### src/rtl/fetch_prefetch_unit.sv
// fetch_prefetch_unit
//   Instruction-fetch front end. Issues sequential word-aligned fetch
//   addresses to instruction memory, buffers the returned words together with
//   their PCs in a small FIFO and hands them downstream. A redirect flushes the
//   buffer and arranges for every response still in flight to be discarded.
//
// Ports
//   clk, rst_n          clock (rising edge), asynchronous active-low reset
//   redirect_valid/pc   branch/jump target, bits [1:0] of the pc are ignored
//   imem_req_valid/ready, imem_addr          fetch request channel
//   imem_rsp_valid, imem_rsp_data            in-order response channel
//   instr_valid/ready, instr_data, instr_pc  downstream instruction channel
module fetch_prefetch_unit #(
    parameter logic [31:0] RESET_PC   = 32'h0000_0000,
    parameter int          FIFO_DEPTH = 4
) (
    input  logic        clk,
    input  logic        rst_n,
    input  logic        redirect_valid,
    input  logic [31:0] redirect_pc,
    output logic        imem_req_valid,
    input  logic        imem_req_ready,
    output logic [31:0] imem_addr,
    input  logic        imem_rsp_valid,
    input  logic [31:0] imem_rsp_data,
    output logic        instr_valid,
    input  logic        instr_ready,
    output logic [31:0] instr_data,
    output logic [31:0] instr_pc
);

    localparam int          AW      = $clog2(FIFO_DEPTH);
    localparam int          CW      = AW + 1;
    localparam logic [CW:0] DEPTH_W = (CW + 1)'(FIFO_DEPTH);

    typedef enum logic {ST_BOOT, ST_RUN} state_e;

    state_e        state_q, state_d;
    logic [31:0]   fetch_pc_q, fetch_pc_d;
    logic [CW-1:0] cnt_q, cnt_d;      // FIFO occupancy
    logic [CW-1:0] outst_q, outst_d;  // requests accepted, response not yet seen
    logic [CW-1:0] drop_q, drop_d;    // in-flight responses belonging to a flushed stream
    logic [AW-1:0] wr_ptr_q, rd_ptr_q;
    logic [AW-1:0] pcq_wr_q, pcq_rd_q;

    logic [31:0]   data_rd [FIFO_DEPTH];
    logic [31:0]   pc_rd   [FIFO_DEPTH];
    logic [31:0]   pcq_rd  [FIFO_DEPTH];

    logic [CW:0]   credit_sum;
    logic          req_fire, rsp_take, push, pop, flush;

    // Unused low target bits are dropped on purpose (word alignment).
    logic          unused_pc_bits;
    assign unused_pc_bits = ^redirect_pc[1:0];

    // Every outstanding request owns a FIFO slot, so a response can always be
    // pushed without overflow and without back-pressuring memory.
    assign credit_sum     = {1'b0, cnt_q} + {1'b0, outst_q};
    assign imem_req_valid = (state_q == ST_RUN) && (credit_sum < DEPTH_W);
    assign imem_addr      = fetch_pc_q;
    assign req_fire       = imem_req_valid && imem_req_ready;
    // A response with nothing outstanding is ignored so the counters cannot underflow.
    assign rsp_take       = imem_rsp_valid && (outst_q != '0);
    assign flush          = redirect_valid;
    assign push           = rsp_take && (drop_q == '0) && !flush;
    assign instr_valid    = (cnt_q != '0);
    assign pop            = instr_valid && instr_ready;
    assign instr_data     = data_rd[rd_ptr_q];
    assign instr_pc       = pc_rd[rd_ptr_q];

    always_comb begin
        state_d    = ST_RUN;
        fetch_pc_d = fetch_pc_q;
        outst_d    = outst_q;
        drop_d     = drop_q;
        cnt_d      = cnt_q;

        if (req_fire && !rsp_take) begin
            outst_d = outst_q + 1'b1;
        end else if (!req_fire && rsp_take) begin
            outst_d = outst_q - 1'b1;
        end

        if (req_fire) begin
            fetch_pc_d = fetch_pc_q + 32'd4;
        end

        if (rsp_take && (drop_q != '0)) begin
            drop_d = drop_q - 1'b1;
        end

        if (push && !pop) begin
            cnt_d = cnt_q + 1'b1;
        end else if (!push && pop) begin
            cnt_d = cnt_q - 1'b1;
        end

        // Everything still outstanding after this cycle belongs to the old
        // stream, including a request accepted right now; a response arriving
        // now has already been excluded from outst_d and is not pushed.
        if (flush) begin
            fetch_pc_d = {redirect_pc[31:2], 2'b00};
            drop_d     = outst_d;
            cnt_d      = '0;
        end
    end

    always_ff @(posedge clk or negedge rst_n) begin
        if (!rst_n) begin
            state_q    <= ST_BOOT;
            fetch_pc_q <= RESET_PC;
            cnt_q      <= '0;
            outst_q    <= '0;
            drop_q     <= '0;
            wr_ptr_q   <= '0;
            rd_ptr_q   <= '0;
            pcq_wr_q   <= '0;
            pcq_rd_q   <= '0;
        end else begin
            state_q    <= state_d;
            fetch_pc_q <= fetch_pc_d;
            cnt_q      <= cnt_d;
            outst_q    <= outst_d;
            drop_q     <= drop_d;
            if (flush) begin
                wr_ptr_q <= '0;
                rd_ptr_q <= '0;
                pcq_wr_q <= '0;
                pcq_rd_q <= '0;
            end else begin
                if (push)     wr_ptr_q <= wr_ptr_q + 1'b1;
                if (pop)      rd_ptr_q <= rd_ptr_q + 1'b1;
                if (req_fire) pcq_wr_q <= pcq_wr_q + 1'b1;
                if (push)     pcq_rd_q <= pcq_rd_q + 1'b1;
            end
        end
    end

    // Storage entries. The PC queue only holds PCs of requests that will be
    // kept; dropped responses never touch it because it is emptied on flush.
    for (genvar gi = 0; gi < FIFO_DEPTH; gi++) begin : g_entry
        logic [31:0] data_q;
        logic [31:0] pc_q;
        logic [31:0] pcq_q;

        always_ff @(posedge clk or negedge rst_n) begin
            if (!rst_n) begin
                data_q <= '0;
                pc_q   <= '0;
                pcq_q  <= '0;
            end else begin
                if (push && (wr_ptr_q == AW'(gi))) begin
                    data_q <= imem_rsp_data;
                    pc_q   <= pcq_rd[pcq_rd_q];
                end
                if (req_fire && !flush && (pcq_wr_q == AW'(gi))) begin
                    pcq_q <= fetch_pc_q;
                end
            end
        end

        assign data_rd[gi] = data_q;
        assign pc_rd[gi]   = pc_q;
        assign pcq_rd[gi]  = pcq_q;
    end

endmodule

### config.mk
export PLATFORM = sky130hd
export DESIGN_NAME = fetch_prefetch_unit
export DESIGN_NICKNAME = d
export VERILOG_FILES = /design/src/rtl/fetch_prefetch_unit.sv
export SDC_FILE = /design/constraint.sdc
export NUM_CORES = 1
export LEC_CHECK = 0
export CORE_MARGIN = 10
export CORE_UTILIZATION = 40
export CTS_BUF_LIST = sky130_fd_sc_hd__clkbuf_8
export CTS_CLUSTER_DIAMETER = 30
export CTS_CLUSTER_SIZE = 28
export DETAILED_ROUTE_END_ITERATION = 12
export GPL_TIMING_DRIVEN = 0
export MAX_ROUTING_LAYER = met4
export SYNTH_ARGS = -nofsm -noshare
export SYNTH_HDL_FRONTEND = slang
export SYNTH_SLANG_ARGS = --single-unit
export TNS_END_PERCENT = 30
### constraint.sdc
create_clock -name clk -period 2.8 [get_ports clk]
set_input_delay 0.56 -clock clk [delete_from_list [all_inputs] [get_ports clk]]
set_output_delay 0.56 -clock clk [all_outputs]
set_load 0.1 [all_outputs]
==> metrics.md, run 1 <==
| Metric | Value |
|---|---|
| Fin crit share | 1.01 |
| Yosys top cell area share | 0.557 |
| Slew @ Worst Pin | 1.00 ns |
| DRC | 0 |
| Final Skew | 0.0290 ns |
| Initial antenna violation count | 0 |
| Share of layout cells above drive strength 1 | 0.494 |
| CP arrival | 2.27 ns |
| Worst hold path class | primary input to async pin |
| Setup WS pre-CTS | -1.08 ns |
| H-tree depth | 3 |
| Cell Rows | 79 |
| I/O pins | 168 |
| Peak supply drop | 1.15 mV |
| Vias | 11300 |
| # setup viols final | 5 |
| Gate Count Post-Synth | 1223 |
| WP data required | 2.24 ns |
| Initial drt markers | 439 |
| Crit-path max FO | 5 |
| Core area | 46400 um^2 |
| Leak | 11.4 nW |
| Mapped Area | 18700 um^2 |
| Total CTS buffers | 98 |
| GR Overflow Total | 0 |
| Slew headroom | 0.325 |
| Distinct cells, synth | 45 |
| Layout overhead on the synthesized area | 28.6% |
| Layout net count | 1596 |
| Vias per inst | 5.15 |
| Chip height | 236 um |
| # diodes | 0 |
| # Max-Cap Violations | 0 |
| Crit. End Element | output port |
| Seq/Total Area, Yosys | 0.557 |
| Clk root buf | clkbuf_8 |
| Wirelength per Cell | 20.3 um |
| Hold violation total from the final report | 0 |
| Clk_lat worst skew | 0.65 ns |
| CTS max path bufs | 3 |
| CTS tree | done |
| Die area | 55700 um^2 |
| Fillers | 3944 |
| Global-route wire length before repair | 71.2 mm |
| Fin Hold WS | 0.434 ns |
| Number of synthesized register bits | 416 |
| DR pass1 iterations | 4 |
| Post-Syn Area per Cell | 15.3 um^2 |
| PortBufs | 161 |
| Ys Warns | 0 |
| Clk slew on worst S/H paths | 0.05 ns |
| Max Slew Vio Count | 0 |
| CTS sink count | 416 |
| Final min period | 2.83 ns |
| Routability cong. | 0.775 |
| Crit path kind | register to output port |
| Post-DRT Antenna Nets | 0 |
| Violated checks | negative setup slack |
| Top cell type by total area after synthesis | dfrtp_1 |
| Number of global-route vias before repair | 12400 |
| Power Density | 1120 nW/um^2 |
| Synth area leaders | dfrtp_1, mux2_2, mux4_2, xnor2_1, ha_1 |
| Dpl hpwl | 29.7 mm |
| Maximum clock rate | 0.353 GHz |
| CP Launch Type | register |
| Min setup slack post-route | -0.0297 ns |
| Total detailed-routing wirelength | 44.4 mm |
| GRT Total Usage | 0.165 |
| Initial Util | 0.403 |
| Status | complete, but fails checks |
| Width of the die | 236 um |
| Unrepaired setup endpoints after global routing | yes |
| Largest net degree at the start of global routing | 103 |
==> cells in the mapped netlist (all sizes together) <==
| cell | n |
|---|---|
| dfrtp | 416 |
| mux2 | 369 |
| mux4 | 92 |
| clkbuf | 55 |
| nand2 | 53 |
| xnor2 | 35 |
| o21ai | 34 |
| buf | 31 |
| inv | 19 |
| nor2 | 19 |
| ha | 16 |
| nand3 | 14 |
| nor3 | 12 |
| nor4 | 10 |
| and3 | 7 |
| xor2 | 7 |
| nand4 | 5 |
| a21oi | 4 |
| a211oi | 3 |
| and2 | 3 |
| and4 | 3 |
| conb | 2 |
| mux2i | 2 |
| nor2b | 2 |
| nor4b | 2 |
| fa | 1 |
| maj3 | 1 |
| nand2b | 1 |
| nor4bb | 1 |
| o22ai | 1 |
| o31ai | 1 |
| or3 | 1 |
| or4 | 1 |
==> sequential cells by signal, summed over array words and instances, names as in the netlist <==
register        flops
rd_ptr_q            2
drop_q              3
g_entry.pc_q      120
g_entry.pcq_q     120
cnt_q               3
state_q             1
g_entry.data_q    128
outst_q             3
wr_ptr_q            2
pcq_wr_q            2
pcq_rd_q            2
imem_addr          30
==> path summary, 6_finish.rpt <==
check / start / to / slack (ns) / depth (start not counted)
max: rd_ptr_q[0]$_DFFE_PN0P_ / instr_pc[12] / -0.03 / 5
min: rst_n / imem_addr[9]$_DFFE_PN0P_ / 0.43 / 2
max reg2reg: cnt_q[2]$_DFFE_PN0P_ / g_entry[3].pcq_q[4]$_DFFE_PN0P_ / 0.11 / 8
min reg2reg: g_entry[1].pcq_q[29]$_DFFE_PN0P_ / g_entry[1].pcq_q[29]$_DFFE_PN0P_ / 0.50 / 1
max in group asynchronous: rst_n / g_entry[3].pc_q[30]$_DFFE_PN0P_ / 0.75 / 5
min in group clk: redirect_pc[16] / imem_addr[16]$_DFFE_PN0P_ / 0.48 / 3
==> where the power goes <==
| group | internal (mW) | switching (mW) |
|---|---|---|
| combinational | 3.90 | 6.94 |
| sequential | 7.15 | 0.654 |
| clock | 5.27 | 2.87 |
| total | 16.3 | 10.5 |
==> area by class of cell <==
cell class / count / area (um^2) / area share
multi-input combinational: 705 / 7860 / 0.327
clock buffer: 124 / 1710 / 0.0711
sequential: 416 / 10400 / 0.434
inverter: 19 / 71.3 / 0.00297
tap: 607 / 759 / 0.0316
buffer: 84 / 527 / 0.0219
clock inverter: 51 / 622 / 0.0259
timing repair buffer: 185 / 2050 / 0.0852
==> what timing repair did <==
action | CTS | global route
gates cloned | 3 | 1
resized for setup | 514 | 48
endpoints found under the setup margin | 336 | 235
hold buffers | 1 | 0
buffers inserted | 10 | 6
pin swaps | 2 | 0
hold endpoints to repair | 57 | 0
==> per-stage QoR <==
stage	utilization	power, mW	instance area (um^2)	setup TNS, ns	std cells
6_report	0.518	26.8	24000	-0.0995	2191
5_1_grt	0.518	28.0	24000	-1.84	2191
4_1_cts	0.514	26.8	23800	-1.58	2185
3_5_place_dp	0.457	18.0	21200	-213.59	1998
3_3_place_gp	0.454	17.9	21100	-7321.25	1994
2_1_floorplan	-	15.4	18700	0	1226
==> routing by layer <==
layer	part of all wire	up-vias	wire length (um)	GRT usage
li1	-	5084	-	-
met5	0	-	0	-
met3	0.043	102	1900	0.0397
met4	0.027	0	1180	0.0587
met2	0.48	240	21500	0.261
met1	0.45	5851	19800	0.203
==> cells in the final DEF (no fill, tap or decap), drive strengths merged, types with 19 or more instances in the layout <==
| master | synthesis | final |
|---|---|---|
| dfrtp | 416 | 416 |
| mux2 | 369 | 369 |
| clkbuf | 55 | 179 |
| buf | 31 | 117 |
| mux4 | 92 | 92 |
| clkdlybuf4s50 | 0 | 75 |
| nand2 | 53 | 53 |
| xnor2 | 35 | 35 |
| o21ai | 34 | 34 |
| inv | 19 | 33 |
| dlygate4sd2 | 0 | 21 |
| nor2 | 19 | 19 |
==> worst max-delay path: stages, from the launching register on <==
cell and delay (ns):
dfrtp_4 0.52, buf_12 0.16, buf_12 0.12, buf_16 0.13
mux4_2 0.49, buf_12 0.20
==> kinds of logic (layout without fill, tap and decap cells) <==
logic type,Yosys count,in the layout,share of synthesized area
and+or+nand+nor,134,134,0.0389
DFF,416,416,0.557
xor gates and xnor gates,42,42,0.0197
buffers and inverters,105,463,0.0245
other,2,5,0.000402
AOI/OAI and AO/OA,43,43,0.0121
adders and majority gates,18,18,0.0123
muxes,463,463,0.335
Power figures use the tool's default switching activity.
==> inputs of run 2 (changes only) <==
--- a/config.mk
+++ b/config.mk
@@ -6,13 +6,15 @@
 export NUM_CORES = 1
 export LEC_CHECK = 0
 export CORE_MARGIN = 10
-export CORE_UTILIZATION = 40
+export CORE_UTILIZATION = 60
 export CTS_BUF_LIST = sky130_fd_sc_hd__clkbuf_8
 export CTS_CLUSTER_DIAMETER = 30
 export CTS_CLUSTER_SIZE = 28
 export DETAILED_ROUTE_END_ITERATION = 12
 export GPL_TIMING_DRIVEN = 0
 export MAX_ROUTING_LAYER = met4
+export PLACE_DENSITY_LB_ADDON = 0.05
+export SLEW_MARGIN = 20
 export SYNTH_ARGS = -nofsm -noshare
 export SYNTH_HDL_FRONTEND = slang
 export SYNTH_SLANG_ARGS = --single-unit
==> metrics.md, run 2 (synthesized netlist as in run 1, its figures left out) <==
| Metric | Value |
|---|---|
| Commonest non-fill, non-tap cell in the layout | dfrtp_1 (unchanged) |
| # setup viols final | 0 (was 5) |
| Leak | 10.9 nW (was 11.4 nW) |
| CTS max path bufs | 3 (unchanged) |
| Chip height | 196 um (was 236 um) |
| Hold violation total from the final report | 0 (unchanged) |
| Layout net count | 1572 (was 1596) |
| CTS sink count | 416 (unchanged) |
| # diodes | 0 (unchanged) |
| Clk slew on worst S/H paths | 0.05 ns (about the same) |
| Dpl hpwl | 27.8 mm (was 29.7 mm) |
| WP data required | 2.24 ns (about the same) |
| Number of global-route vias before repair | 12300 (was 12400) |
| Peak supply drop | 0.756 mV (was 1.15 mV) |
| # Max-Cap Violations | 0 (unchanged) |
| Final Skew | 0.0248 ns (was 0.0290 ns) |
| Final min period | 2.77 ns (was 2.83 ns) |
| Routability cong. | 0.812 (was 0.775) |
| Slew headroom | 0.326 (was 0.325) |
| Clk_lat worst skew | 0.61 ns (was 0.65 ns) |
| Vias | 11200 (was 11300) |
| GR Overflow Total | 0 (unchanged) |
| CP Launch Type | register (unchanged) |
| Unrepaired setup endpoints after global routing | yes (unchanged) |
| Power Density | 1080 nW/um^2 (was 1120 nW/um^2) |
| Largest regs | g_entry.data_q x128, g_entry.pc_q x120, g_entry.pcq_q x120 (unchanged) |
| Total CTS buffers | 83 (was 98) |
| Biggest register | g_entry.data_q (unchanged) |
| Post-DRT Antenna Nets | 0 (unchanged) |
| CTS tree | done (unchanged) |
| PortBufs | 161 (unchanged) |
| Crit path kind | register to output port (unchanged) |
| Initial drt markers | 554 (was 439) |
| Slew @ Worst Pin | 1.02 ns (was 1.00 ns) |
| Core area | 30700 um^2 (was 46400 um^2) |
| Die area | 38600 um^2 (was 55700 um^2) |
| Initial Util | 0.609 (was 0.403) |
| Status | complete, no violations (was complete, but fails checks) |
| H-tree depth | 3 (unchanged) |
| DRC | 0 (unchanged) |
| Most frequent cells in the layout | dfrtp_1, mux2_2, clkbuf_8, mux4_2, clkdlybuf4s50_1 (unchanged) |
| DR pass1 iterations | 5 (was 4) |
| Fin Hold WS | 0.496 ns (was 0.434 ns) |
| Wirelength per Cell | 21.1 um (was 20.3 um) |
| Crit. End Element | output port (unchanged) |
| Share of layout cells above drive strength 1 | 0.486 (was 0.494) |
| GRT Total Usage | 0.223 (was 0.165) |
| Initial antenna violation count | 0 (unchanged) |
| Max reg flops | 128 (unchanged) |
| Final instance area | 22900 um^2 (was 24000 um^2) |
| Largest net degree at the start of global routing | 99 (was 103) |
| Fin crit share | 0.988 (was 1.01) |
| Layout overhead on the synthesized area | 22.6% (was 28.6%) |
| Maximum clock rate | 0.361 GHz (was 0.353 GHz) |
| Total detailed-routing wirelength | 41.2 mm (was 44.4 mm) |
| Worst hold path class | register to register (was primary input to async pin) |
| Final Core Density | 0.746 (was 0.518) |
| Placed Area | 20900 um^2 (was 21200 um^2) |
| Crit-path max FO | 5 (unchanged) |
| Cell Rows | 64 (was 79) |
| Global-route wire length before repair | 67.1 mm (was 71.2 mm) |
| CP arrival | 2.21 ns (was 2.27 ns) |
| Clk root buf | clkbuf_8 (unchanged) |
| I/O pins | 168 (unchanged) |
| Max Slew Vio Count | 0 (unchanged) |
| Vias per inst | 5.74 (was 5.15) |
| Total Neg Setup Slack | 0 ns (was -0.0995 ns) |
| Width of the die | 196 um (was 236 um) |
[run 2: power breakdown]
| part | switching, mW | total [mW] | internal, mW |
|---|---|---|---|
| clock network | 2.81 | 7.00 | 4.19 |
| registers | 0.649 | 7.79 | 7.14 |
| logic | 6.72 | 9.90 | 3.18 |
[run 2: path summary, 6_finish.rpt]
check,from,to,slack [ns],cells after the start
setup / recovery,rd_ptr_q[0]$_DFFE_PN0P_,instr_data[0],0.03,3
hold / removal,g_entry[2].pcq_q[6]$_DFFE_PN0P_,g_entry[2].pcq_q[6]$_DFFE_PN0P_,0.50,1
setup reg to reg,outst_q[1]$_DFF_PN0_,g_entry[0].pcq_q[24]$_DFFE_PN0P_,0.15,9
hold reg to reg,g_entry[2].pcq_q[6]$_DFFE_PN0P_,g_entry[2].pcq_q[6]$_DFFE_PN0P_,0.50,1
max in group asynchronous,rst_n,g_entry[0].pcq_q[6]$_DFFE_PN0P_,1.02,4
min in group asynchronous,rst_n,g_entry[1].data_q[1]$_DFFE_PN0P_,0.51,2
[run 2: worst max-delay path: stages, from the launching register on]
cell	delay [ns]
dfrtp_2	0.37
buf_4	0.22
mux4_2	0.53
clkdlybuf4s15_2	0.48
[run 2: final cells by class]
type                            instances  area, um^2
Clock buffer                           97        1340
Timing Repair Buffer                  176        1660
Multi-Input combinational cell        705        7830
Fill cell                            2007        7780
Inverter                               19        71.3
Sequential cell                       416       10400
Buffer                                 84         469
Tap cell                              396         495
Clock inverter                         57         611
[run 2: metal layers]
metal,vias to the layer above,GRT usage,wire length (um)
met4,0,0.0656,814
met5,-,-,0
li1,5020,-,-
met1,5849,0.299,18800
met3,70,0.0411,1710
met2,246,0.344,19900
[run 2: timing repair]
action	CTS	global route
hold buffers	1	0
buffers inserted	5	4
endpoints found under the setup margin	327	298
pin swaps	1	1
gates resized for setup	420	41
hold endpoints to repair	64	0
[run 2: stage by stage]
step | setup WS [ns] | power (mW) | std cells
4_1_cts | 0.000735 | 24.7 | 1946
2_1_floorplan | 0.00128 | 15.4 | 1226
5_1_grt | -0.0691 | 25.7 | 1950
3_5_place_dp | -1.07 | 17.9 | 1788
6_report | 0.0336 | 24.7 | 1950
3_3_place_gp | -16.94 | 17.7 | 1783
==> inputs of run 3 (changes only) <==
--- a/config.mk
+++ b/config.mk
@@ -6,11 +6,12 @@
 export NUM_CORES = 1
 export LEC_CHECK = 0
 export CORE_MARGIN = 10
-export CORE_UTILIZATION = 60
+export CORE_UTILIZATION = 65
 export CTS_BUF_LIST = sky130_fd_sc_hd__clkbuf_8
 export CTS_CLUSTER_DIAMETER = 30
 export CTS_CLUSTER_SIZE = 28
 export DETAILED_ROUTE_END_ITERATION = 12
+export DONT_BUFFER_PORTS = 1
 export GPL_TIMING_DRIVEN = 0
 export MAX_ROUTING_LAYER = met4
 export PLACE_DENSITY_LB_ADDON = 0.05
==> metrics.md, run 3 (synthesized netlist as in run 1, its figures left out) <==
| Metric | Value |
|---|---|
| Routability cong. | 0.834 (was 0.812) |
| Number of global-route vias before repair | 11400 (was 12300) |
| I/O pins | 168 (unchanged) |
| # Max-Cap Violations | 0 (unchanged) |
| Fin crit share | 0.980 (was 0.988) |
| Crit. End Element | register (was output port) |
| Leak | 10.1 nW (was 10.9 nW) |
| Non-filler instance count after layout | 1757 (was 1950) |
| Wirelength per Cell | 22.0 um (was 21.1 um) |
| # setup viols final | 0 (unchanged) |
| Clk_lat worst skew | 0.59 ns (was 0.61 ns) |
| Width of the die | 189 um (was 196 um) |
| Final Core Density | 0.756 (was 0.746) |
| CTS max path bufs | 3 (unchanged) |
| Max Slew Vio Count | 0 (unchanged) |
| Total CTS buffers | 80 (was 83) |
| Min setup slack post-route | 0.0566 ns (was 0.0336 ns) |
| PortBufs | 0 (was 161) |
| Max reg flops | 128 (unchanged) |
| CP arrival | 3.19 ns (was 2.21 ns) |
| Cell Rows | 61 (was 64) |
| Fin Hold WS | -0.328 ns (was 0.496 ns) |
| Worst hold path class | primary input to async pin (was register to register) |
| Largest net degree at the start of global routing | 417 (was 99) |
| Layout overhead on the synthesized area | 13.6% (was 22.6%) |
| Violated checks | negative hold slack |
| Vias per inst | 5.93 (was 5.74) |
| Initial Util | 0.665 (was 0.609) |
| Fillers | 1806 (was 2007) |
| Core area | 28100 um^2 (was 30700 um^2) |
| Slew headroom | 0.0861 (was 0.326) |
| Total detailed-routing wirelength | 38.7 mm (was 41.2 mm) |
| Most frequent cells in the layout | dfrtp_1, mux2_2, clkbuf_8, mux4_2, nand2_1 (was dfrtp_1, mux2_2, clkbuf_8, mux4_2, clkdlybuf4s50_1) |
| Crit path kind | register to register (was register to output port) |
| GR Overflow Total | 0 (unchanged) |
| DR pass1 iterations | 5 (unchanged) |
| Clk slew on worst S/H paths | 0.06 ns (was 0.05 ns) |
| Status | complete, but fails checks (was complete, no violations) |
| Share of layout cells above drive strength 1 | 0.503 (was 0.486) |
| H-tree depth | 3 (unchanged) |
| # diodes | 0 (unchanged) |
| Global-route wire length before repair | 63.3 mm (was 67.1 mm) |
| Die area | 35900 um^2 (was 38600 um^2) |
| Register Area | 10400 um^2 (about the same) |
| Largest regs | g_entry.data_q x128, g_entry.pc_q x120, g_entry.pcq_q x120 (unchanged) |
| CTS sink count | 416 (unchanged) |
| WP data required | 3.24 ns (was 2.24 ns) |
| Hold violation total from the final report | 412 (was 0) |
| Chip height | 189 um (was 196 um) |
| CP Launch Type | register (unchanged) |
| Maximum clock rate | 0.365 GHz (was 0.361 GHz) |
| Footprint of the multi-input gates | 7830 um^2 (about the same) |
| Final Skew | 0.0377 ns (was 0.0248 ns) |
| Final min period | 2.74 ns (was 2.77 ns) |
| Post-DRT Antenna Nets | 0 (unchanged) |
| Biggest register | g_entry.data_q (unchanged) |
| Vias | 10400 (was 11200) |
| Initial antenna violation count | 0 (unchanged) |
| Setup WS pre-CTS | -0.427 ns (was -1.07 ns) |
| GRT Total Usage | 0.227 (was 0.223) |
| Power Density | 1100 nW/um^2 (was 1080 nW/um^2) |
| DRC | 0 (unchanged) |
| Unrepaired setup endpoints after global routing | yes (unchanged) |
| Crit-path max FO | 10 (was 5) |
| Slew @ Worst Pin | 1.37 ns (was 1.02 ns) |
| Dpl hpwl | 25.4 mm (was 27.8 mm) |
| Layout net count | 1402 (was 1572) |
| Initial drt markers | 497 (was 554) |
| Peak supply drop | 0.550 mV (was 0.756 mV) |
| Clk root buf | clkbuf_8 (unchanged) |
| Cells after DPL | 1604 (was 1788) |
| Worst R2R Setup Slack | 0.06 ns (was 0.15 ns) |
| Commonest non-fill, non-tap cell in the layout | dfrtp_1 (unchanged) |
| CTS tree | done (unchanged) |
run 3: metrics by stage:
stage | cell area, um^2 | setup TNS (ns) | total power, mW
global route | 21200 | -0.197 | 24.3
global placement | 19200 | -47.90 | 16.4
detailed placement | 19200 | -58.03 | 16.6
finish | 21200 | 0 | 23.4
CTS | 21200 | 0 | 23.5
floorplan | 18700 | 0 | 15.4
run 3: where the power goes:
part	leakage [nW]	total, mW	switching (mW)	internal [mW]
Combinational	3.53	8.39	6.01	2.37
Sequential	5.58	8.17	1.02	7.15
Clock	0.969	6.80	2.65	4.15
run 3: worst paths after layout:
path                                                  start                                to  cells after the start
setup reg to reg                   imem_addr[9]$_DFFE_PN0P_         imem_addr[31]$_DFFE_PN0P_                      8
max in group asynchronous                             rst_n          imem_addr[5]$_DFFE_PN0P_                      0
setup / recovery                   imem_addr[9]$_DFFE_PN0P_         imem_addr[31]$_DFFE_PN0P_                      8
min in group clk                            redirect_pc[29]         imem_addr[29]$_DFFE_PN0P_                      2
hold / removal                                        rst_n  g_entry[1].data_q[4]$_DFFE_PN0P_                      0
hold reg to reg            g_entry[2].pcq_q[14]$_DFFE_PN0P_  g_entry[2].pcq_q[14]$_DFFE_PN0P_                      1
run 3: layer usage:
layer	global-route usage	share of wire	vias up	routed length (um)
li1	-	-	4661	-
met4	0.0711	0.020	0	792
met1	0.298	0.45	5474	17500
met3	0.0489	0.049	67	1880
met5	-	0	-	0
met2	0.351	0.48	223	18600
run 3: timing repair:
item	CTS	global route
hold endpoints to repair	416	416
gates cloned	0	0
setup endpoints to repair	325	382
buffers inserted	3	6
pin swaps	0	4
gates resized for setup	61	17
run 3: worst max-delay path, cell delays in order, from the launching register on:
cell and delay (ns):
dfrtp_2 0.68, clkbuf_4 0.33, nand4_2 0.15, or4_4 0.55
buf_6 0.16, buf_8 0.14, nor4_4 0.35, xnor2_1 0.16
mux2i_1 0.09
run 3: cell type report:
| type | count | area share |
|---|---|---|
| buffer | 84 | 0.0215 |
| sequential | 416 | 0.492 |
| clock buffer | 98 | 0.0636 |
| tap | 378 | 0.0223 |
| timing repair buffer | 9 | 0.00318 |
| multi-input combinational | 705 | 0.369 |
| inverter | 19 | 0.00336 |
| clock inverter | 48 | 0.0251 |
